## config.mk

```make
export PLATFORM = sky130hd
export DESIGN_NAME = ascii_to_num_parser
export DESIGN_NICKNAME = d
export VERILOG_FILES = /design/src/rtl/ascii_parse_pkg.sv /design/src/rtl/ascii_digit_stack.sv /design/src/rtl/ascii_to_num_parser.sv
export SDC_FILE = /design/constraint.sdc
export NUM_CORES = 1
export LEC_CHECK = 0
export ABC_CLOCK_PERIOD_IN_PS = 3870
export CORE_MARGIN = 2
export CORE_UTILIZATION = 54
export CTS_BUF_LIST = sky130_fd_sc_hd__clkbuf_8
export DETAILED_ROUTE_END_ITERATION = 10
export GPL_ROUTABILITY_DRIVEN = 0
export PLACE_DENSITY = 0.78
export SETUP_SLACK_MARGIN = 0.1
export SYNTH_ARGS = -nofsm -noshare
export SYNTH_HDL_FRONTEND = slang
export SYNTH_HIERARCHICAL = 1
export SYNTH_SLANG_ARGS = --single-unit
```

## constraint.sdc

```tcl
create_clock -name clk -period 3.87 [get_ports clk]
set_clock_uncertainty 0.2 [all_clocks]
set_input_delay 0.774 -clock clk [delete_from_list [all_inputs] [get_ports clk]]
set_output_delay 0.774 -clock clk [all_outputs]
set_load 0.05 [all_outputs]
```

## src/rtl/ascii_parse_pkg.sv

```systemverilog
// Shared types and constants for the ASCII decimal parser: FSM states,
// error codes and the special characters it recognises.
package ascii_parse_pkg;

  typedef enum logic [1:0] {
    IDLE    = 2'd0,
    ACCUM   = 2'd1,
    CONVERT = 2'd2,
    DONE    = 2'd3
  } state_t;

  localparam logic [1:0] ERR_NONE     = 2'b00;
  localparam logic [1:0] ERR_BAD_CHAR = 2'b01;
  localparam logic [1:0] ERR_OVERFLOW = 2'b10;
  localparam logic [1:0] ERR_EMPTY    = 2'b11;

  localparam logic [7:0] CHAR_ZERO = 8'h30;
  localparam logic [7:0] CHAR_NINE = 8'h39;
  localparam logic [7:0] CHAR_CR   = 8'h0D;
  localparam logic [7:0] CHAR_STAR = 8'h2A;
  localparam logic [7:0] CHAR_BS   = 8'h08;

endpackage

```

## src/rtl/ascii_digit_stack.sv

```systemverilog
// Small LIFO of 4-bit decimal digits; entry 0 is the first (most significant)
// digit pushed, so rd_idx walks the number MSB-first.
module ascii_digit_stack #(
  parameter int DEPTH = 5,
  localparam int CW = $clog2(DEPTH + 1)
) (
  input  logic          clk,
  input  logic          rst,
  input  logic          push,
  input  logic          pop,
  input  logic          clear,
  input  logic [3:0]    din,
  input  logic [CW-1:0] rd_idx,
  output logic [CW-1:0] count,
  output logic [3:0]    rd_data
);

  logic [3:0] mem [DEPTH];

  // Clear wins over push, push over pop; writes past DEPTH are dropped.
  always_ff @(posedge clk) begin
    if (rst || clear) begin
      count <= '0;
    end else if (push && (count < CW'(DEPTH))) begin
      mem[count] <= din;
      count      <= count + CW'(1);
    end else if (pop && (count != '0)) begin
      count <= count - CW'(1);
    end
  end

  assign rd_data = (int'(rd_idx) < DEPTH) ? mem[rd_idx] : 4'h0;

endmodule

```

## src/rtl/ascii_to_num_parser.sv

```systemverilog
// Streams ASCII digits into a buffer and, on the terminator, converts them to a
// 16-bit value one digit per cycle. Optional backspace: ASCII_PARSE_BACKSPACE_EN.
module ascii_to_num_parser
  import ascii_parse_pkg::*;
#(
  parameter int         MAX_DIGITS = 5,
  parameter logic [7:0] TERM_CHAR  = CHAR_CR,
  parameter logic [7:0] CLR_CHAR   = CHAR_STAR
) (
  input  logic        clk,
  input  logic        rst,
  input  logic [7:0]  char_in,
  input  logic        char_valid,
  output logic        char_ready,
  output logic [15:0] num,
  output logic        num_valid,
  output logic        err,
  output logic [1:0]  err_code
);

  localparam int CW = $clog2(MAX_DIGITS + 1);

  state_t        state, state_nxt;
  logic [CW-1:0] count, idx;
  logic [3:0]    rd_data, digit_val;
  logic [16:0]   acc;
  logic          ovf;
  logic [20:0]   acc_wide, acc_nxt;
  logic          accept, is_digit;
  logic          push, pop, clear, acc_clr, acc_step, load_num, err_set;
  logic [1:0]    err_code_nxt;

  assign accept    = char_valid & char_ready;
  assign is_digit  = (char_in >= CHAR_ZERO) && (char_in <= CHAR_NINE);
  assign digit_val = char_in[3:0] - CHAR_ZERO[3:0];

  // Shift-and-add *10, computed wide so an out-of-range step is still caught.
  assign acc_wide = {4'b0, acc};
  assign acc_nxt  = (acc_wide << 3) + (acc_wide << 1) + {17'b0, rd_data};

  ascii_digit_stack #(.DEPTH(MAX_DIGITS)) u_stack (
    .clk     (clk),
    .rst     (rst),
    .push    (push),
    .pop     (pop),
    .clear   (clear),
    .din     (digit_val),
    .rd_idx  (idx),
    .count   (count),
    .rd_data (rd_data)
  );

  always_comb begin
    state_nxt    = state;
    char_ready   = 1'b0;
    push         = 1'b0;
    pop          = 1'b0;
    clear        = 1'b0;
    acc_clr      = 1'b0;
    acc_step     = 1'b0;
    load_num     = 1'b0;
    err_set      = 1'b0;
    err_code_nxt = ERR_NONE;
    case (state)
      IDLE, ACCUM: begin
        char_ready = 1'b1;
        if (accept) begin
          if (is_digit) begin
            if (count == CW'(MAX_DIGITS)) begin
              err_set      = 1'b1;
              err_code_nxt = ERR_OVERFLOW;
              clear        = 1'b1;
              state_nxt    = IDLE;
            end else begin
              push      = 1'b1;
              state_nxt = ACCUM;
            end
          end else if (char_in == CLR_CHAR) begin
            clear     = 1'b1;
            state_nxt = IDLE;
          end else if (char_in == TERM_CHAR) begin
            if (count == '0) begin
              err_set      = 1'b1;
              err_code_nxt = ERR_EMPTY;
              state_nxt    = IDLE;
            end else begin
              acc_clr   = 1'b1;
              state_nxt = CONVERT;
            end
          end
`ifdef ASCII_PARSE_BACKSPACE_EN
          else if (char_in == CHAR_BS) begin
            if (count != '0) begin
              pop = 1'b1;
              if (count == CW'(1)) state_nxt = IDLE;
            end
          end
`endif
          else begin
            err_set      = 1'b1;
            err_code_nxt = ERR_BAD_CHAR;
          end
        end
      end
      CONVERT: begin
        acc_step = 1'b1;
        if (idx == count - CW'(1)) state_nxt = DONE;
      end
      DONE: begin
        clear     = 1'b1;
        state_nxt = IDLE;
        if (ovf) begin
          err_set      = 1'b1;
          err_code_nxt = ERR_OVERFLOW;
        end else begin
          load_num = 1'b1;
        end
      end
      default: state_nxt = IDLE;
    endcase
  end

  // Result and error flags are registered, so they pulse the cycle after the decision.
  always_ff @(posedge clk) begin
    if (rst) begin
      state     <= IDLE;
      idx       <= '0;
      acc       <= '0;
      ovf       <= 1'b0;
      num       <= '0;
      num_valid <= 1'b0;
      err       <= 1'b0;
      err_code  <= ERR_NONE;
    end else begin
      state     <= state_nxt;
      num_valid <= load_num;
      err       <= err_set;
      err_code  <= err_code_nxt;
      if (acc_clr) begin
        acc <= '0;
        idx <= '0;
        ovf <= 1'b0;
      end else if (acc_step) begin
        acc <= acc_nxt[16:0];
        idx <= idx + CW'(1);
        ovf <= ovf | (acc_nxt > 21'd65535);
      end
      if (load_num) num <= acc[15:0];
    end
  end

endmodule

```

* After elaboration in Yosys (flattened, before gate mapping)
Memory sizes are Yosys's and may differ from the RTL's. A register that Yosys moved wholly into a read port is not among the register bits. Cells that the tools add are included.
Word-level totals: memories kept 1, input bits 11, bits in writable memories 20, latch bits 0, flip-flop bits (word level) 46, word-level logic and storage cells 88, output and inout bits 21, memory bits (read-only) 0
Cells by class: equal/unequal tests 10, bitwise gates (word level) 2, multipliers 0, reductions and logical operators 8, shifts and indexed selects 0, magnitude comparators 5, divide/modulo/power cells 0, mux-type cells 48, add/subtract/negate cells 5
Memories:
- u_stack.mem | words 5, width 4, rd ports 1, clocked after memory_dff 1, write ports 1, RTL line ascii_digit_stack.sv:18 | logic [3:0] mem [DEPTH];
Operator list (number):
- $mux W1 | 28
- $mux W2 | 13
- $add A20 B18 Y21 | 1
- $add A21 B4 Y21 | 1
- $gt A21 B16 Y1 const B | 1
- $eq A8 B4 Y1 const B | 1
- $eq A8 B6 Y1 const B | 1
- $ge A8 B6 Y1 const B | 1
- $le A8 B6 Y1 const B | 1
- $add A3 B1 Y3 const B | 2
- $lt A3 B3 Y1 const B | 2
- $mux W3 | 2
- $pmux W2 S3 | 1
- $eq A2 B2 Y1 const B | 2
- $mux W4 | 1
- $ne A2 B2 Y1 const B | 2
- $ne A4 B4 Y1 const B | 1
- $pmux W1 S2 | 2
- $pmux W2 S2 | 1
- $reduce_or A2 Y1 | 2
- $eq A3 B3 Y1 | 1
- $eq A3 B3 Y1 const B | 1
- $logic_not A3 Y1 | 1
- $reduce_and A3 Y1 | 1
- 7 further kinds | 8

* Depth between registers and ports, before layout
depth in word-level cells 10, gate-level depth with buffers 15, mapped depth without buffers 14

* By module
Netlist, hierarchy kept.
Modules (own cells, without submodules):
- ascii_to_num_parser | cells each 349, sequential area each 860.8 µm², instances 1, area an instance 2760.1 µm²
- ascii_digit_stack | cells each 79, sequential area each 660.6 µm², instances 1, area an instance 1063.5 µm²

* Least setup slack after synthesis
Ideal clock, no wire load.
path kind register to register, from reg idx[0], to reg ovf, library setup time 0.139 ns, period minus slack after synthesis 3.606 ns, path slack 0.264 ns, data arrival time 3.266 ns, cell stages (with the launch flop) 14, data required time 3.531 ns, path buffers 1, path through dfxtp_1 -> clkbuf_2 -> mux4_2 -> inv_1 -> o21ai_0 -> inv_1 -> fa_1 -> fa_1 -> nand2b_1 -> a21oi_1 -> o311ai_1 -> o21ai_0 -> mux2i_1 -> a41oi_2
Between the ends: longest elaborated chain between the ends 5
Ends and longest elaborated chain:
- start: declaration | RTL line ascii_to_num_parser.sv:24 | logic [CW-1:0] count, idx;
- start signal: assignment | RTL line ascii_to_num_parser.sv:145 | idx <= idx + CW'(1);
- $lt A3 B3 Y1 | RTL line ascii_digit_stack.sv:32 | assign rd_data = (int'(rd_idx) < DEPTH) ? mem[rd_idx] : 4'h0;
- $mux W4 | RTL line ascii_digit_stack.sv:32
- named net rd_data[3] | RTL line ascii_to_num_parser.sv:25 | logic [3:0] rd_data, digit_val;
- $add A21 B4 Y21 | RTL line ascii_to_num_parser.sv:39 | assign acc_nxt = (acc_wide << 3) + (acc_wide << 1) + {17'b0, rd_data};
- $gt A21 B16 Y1 | RTL line ascii_to_num_parser.sv:146 | ovf <= ovf | (acc_nxt > 21'd65535);
- $or A1 B1 Y1 | RTL line ascii_to_num_parser.sv:146
- end signal: assignment | RTL line ascii_to_num_parser.sv:146
- end: declaration | RTL line ascii_to_num_parser.sv:27 | logic ovf;
The timed path passes the listed nets, and every way through them passes these cells. A chain may end at the register's enable or synchronous reset.

==> key figures <==
Worst setup path
  • CP Launch Type: flop
  • CP max stage cell: mux4_2
  • CP delay by family, top: adder cells
  • Arrival time worst endpoint: 3.57 ns
  • Kind of critical path: reg -> reg
  • Crit. End Element: flop
  • CP bufs+invs: 2
  • Path depth of the worst reg2reg path: 13
  • Worst Path Required: 3.88 ns
  • Max incr delay on CP: 0.49 ns
  • CP cell instances: mux4_2, inv_1, o21ai_0, inv_1, fa_1, fa_1, nand2b_1, a21oi_2, o311ai_1, and2_1, o21ai_1, mux2i_1, o21ai_0
  • Worst-path maximum fanout: 3
  • Worst path depth: 13

Global route
  • Total track usage: 24.06%
  • Grt total ovfl: 0
  • GR peak layer: met2
  • Met3 usage: 5.467%
  • Initial antenna violation count: 0
  • Global-route wire length before repair: 14.35 mm
  • Vias in the first global route: 3252
  • Largest net degree at the start of global routing: 27
  • Met2 usage: 44.15%
  • GR Util met1: 26.26%

Clocking
  • TritonCTS clock tree: yes
  • H-tree levels: 3
  • Bufs on Longest Clock Path: 2
  • Cts hold-fix bufs: 0
  • Worst-Skew Late Latency: 0.35 ns
  • CTS buffer count: 9
  • Root buf cell: clkbuf_8
  • Sink Count: 66
  • CTS clk-pin slew, worst paths: 0.08 ns

Outcome
  • Status: finished, final reports clean

Routing
  • Drt via density: 5.692
  • Final WL: 8.789 mm
  • Antenna Nets Post-Route: 0
  • Avg WL per Cell: 15.45 um
  • Via Count: 3239
  • First DRT Iteration DRCs: 154
  • First-pass DRT Iterations: 5
  • DRC Markers: 0

Layout
  • # fillers: 568
  • Area Overhead vs Synth: 19.01%
  • Fin area: 4551 um2
  • Nets: 519
  • Proportion of layout cells with a drive suffix above 1: 9.937%
  • Final std cells w/o fill: 569
  • Antenna cells: 0

Synth
  • Top cells by count, synth: nand2_1, a21oi_1, dfxtp_1
  • Synthesized flop and latch total: 66
  • EDFF count, synth: 20
  • Ranking of synthesized cells by area: dfxtp_1, edfxtp_1, ha_1
  • Area of the mapped netlist: 3824 um2
  • Main flop type after synthesis: dfxtp_1
  • Most frequent cell after synthesis: nand2_1
  • Yosys top cell area share: 24.08%
  • Synth Instances: 428
  • Yosys top cell by area: dfxtp_1
  • Asr flop ratio synth: 0%
  • Distinct cell type count after synthesis: 58
  • Yosys warns: 6
  • Post-synthesis sequential area ratio: 39.79%
  • Avg Synthesized Cell Area: 8.934 um2

Floorplan
  • Die Ht: 88.15 um
  • DIE WIDTH: 88.15 um
  • Core area: 6832 um2
  • Die Footprint: 7770 um2
  • Io pins: 32
  • Initial Util: 55.97%
  • Num rows: 30

Flow run
  • Maxcap violations: 0

Placement
  • # port buffers: 31
  • Placed cell area: 4278 um2
  • DP HPWL: 6.296 mm
  • Dpl ws: 0.1418 ns
  • Placed cells: 553

Pwr
  • Clk network pwr share: 47.5%
  • Worst vdd ir: 240.2 uV
  • Internal power: 1.182 mW
  • Sw Ratio: 22.63%
  • Sequential Power Share: 47.2%
  • Power Dens Cells: 335.6 nW/um2
  • Combinational share of power: 5.3%
  • Sw Pwr: 0.3456 mW
  • Leak: 1.772 nW

STA
  • Worst Tran Pin Value: 1.162 ns
  • Final Slew Violations: 0
  • Final Setup Violations: 0
  • Worst setup margin: 0.3132 ns
  • Fin Hold WS: 0.2568 ns
  • F_max: 0.2812 GHz
  • RSZ-0062 raised after global routing: false
  • Setup TNS: 0 ns
  • Relative slew slack: 22.28%
  • Final Critical Period: 3.557 ns
  • Fin. Hold Viols: 0
  • Tcrit/Tclk final: 91.91%

Worst hold path
  • Hold depth: 2
  • Hold Path Class: reg -> reg
-- cell usage in the layout, fill, tap and decap left out, types with 4 or more instances in the layout --
cell and count:
nand2_1 85, a21oi_1 47, dfxtp_1 44, ha_1 37, clkdlybuf4s50_1 31, nor2_1 23
inv_1 22, edfxtp_1 20, o21ai_0 19, nand3_1 12, buf_4 10, xnor2_1 9
clkbuf_8 9, nor3_1 7, xor2_1 7, a211oi_1 7, conb_1 6, nor2b_1 5
nand2b_1 5, mux4_2 4
-- path summary, 6_finish.rpt --
| path | startpoint | end | slack, ns |
|---|---|---|---|
| min | num[7]$_SDFFE_PP0P_ | num[7]$_SDFFE_PP0P_ | 0.26 |
| max | u_stack/mem[3][3]$_DFFE_PP_ | acc[12]$_SDFFE_PP0N_ | 0.31 |
| min reg2reg | num[7]$_SDFFE_PP0P_ | num[7]$_SDFFE_PP0P_ | 0.26 |
| max reg2reg | u_stack/mem[3][3]$_DFFE_PP_ | acc[12]$_SDFFE_PP0N_ | 0.31 |
-- cell type report --
type | count | area [um2] | share of cell area (%)
multi-input cells | 328 | 2187 | 48.06
clock inverters | 7 | 125.1 | 2.750
flip-flops and latches | 66 | 1526 | 33.54
inverters | 22 | 82.58 | 1.815
clock buffers | 9 | 123.9 | 2.722
repair buffers | 41 | 385.4 | 8.469
well taps | 96 | 120.1 | 2.640
-- cells by family (layout without fill, tap and decap cells) --
logic type / after synthesis / count (layout) / synth area share [%]
buf+inv: 39 / 79 / 4.123
fa+ha+maj: 40 / 40 / 13.68
compound gates: 103 / 103 / 17.18
flops: 66 / 66 / 39.79
xor+xnor: 16 / 16 / 3.665
simple gates: 156 / 156 / 18.32
mux: 7 / 7 / 3.141
other cells: 1 / 6 / 0.09807
-- power by group through the flow --
stage          registers, mW  logic (mW)  clock network (mW)
2_1_floorplan          0.739      0.0444                   0
3_3_place_gp           0.738      0.0777                   0
3_5_place_dp           0.738      0.0804                   0
4_1_cts                0.722      0.0807               0.732
5_1_grt                0.722      0.0895               0.760
6_report               0.721      0.0813               0.725
-- sequential cells by signal, summed over array words and instances (netlist names) --
| register | count |
|---|---|
| u_stack/count | 3 |
| num_valid | 1 |
| u_stack/mem | 20 |
| state | 2 |
| idx | 3 |
| err_code | 2 |
| err | 1 |
| acc | 17 |
| ovf | 1 |
| num | 16 |
-- timing repair --
item	CTS	global route
endpoints found under the setup margin	1	6
endpoints found under the hold margin	0	0
resized for setup	1	7
setup buffers	0	0
-- worst min-delay path, stage by stage (launching register included) --
cell	delay, ns
dfxtp_1	0.31
nand2_1	0.05
a21oi_1	0.05
-- metrics by stage --
step / utilization, % / power, mW
CTS: 66.26 / 1.534
global placement: 62.62 / 0.8153
floorplan: - / 0.7835
detailed placement: 62.62 / 0.8182
global route: 66.61 / 1.572
finish: 66.61 / 1.527
-- per-layer routing --
layer,up-vias,wire (um)
met5,-,0
met4,0,197
met3,20,342
met2,83,4601
met1,1548,3648
li1,1588,-
(Power assumes the default switching activity.)
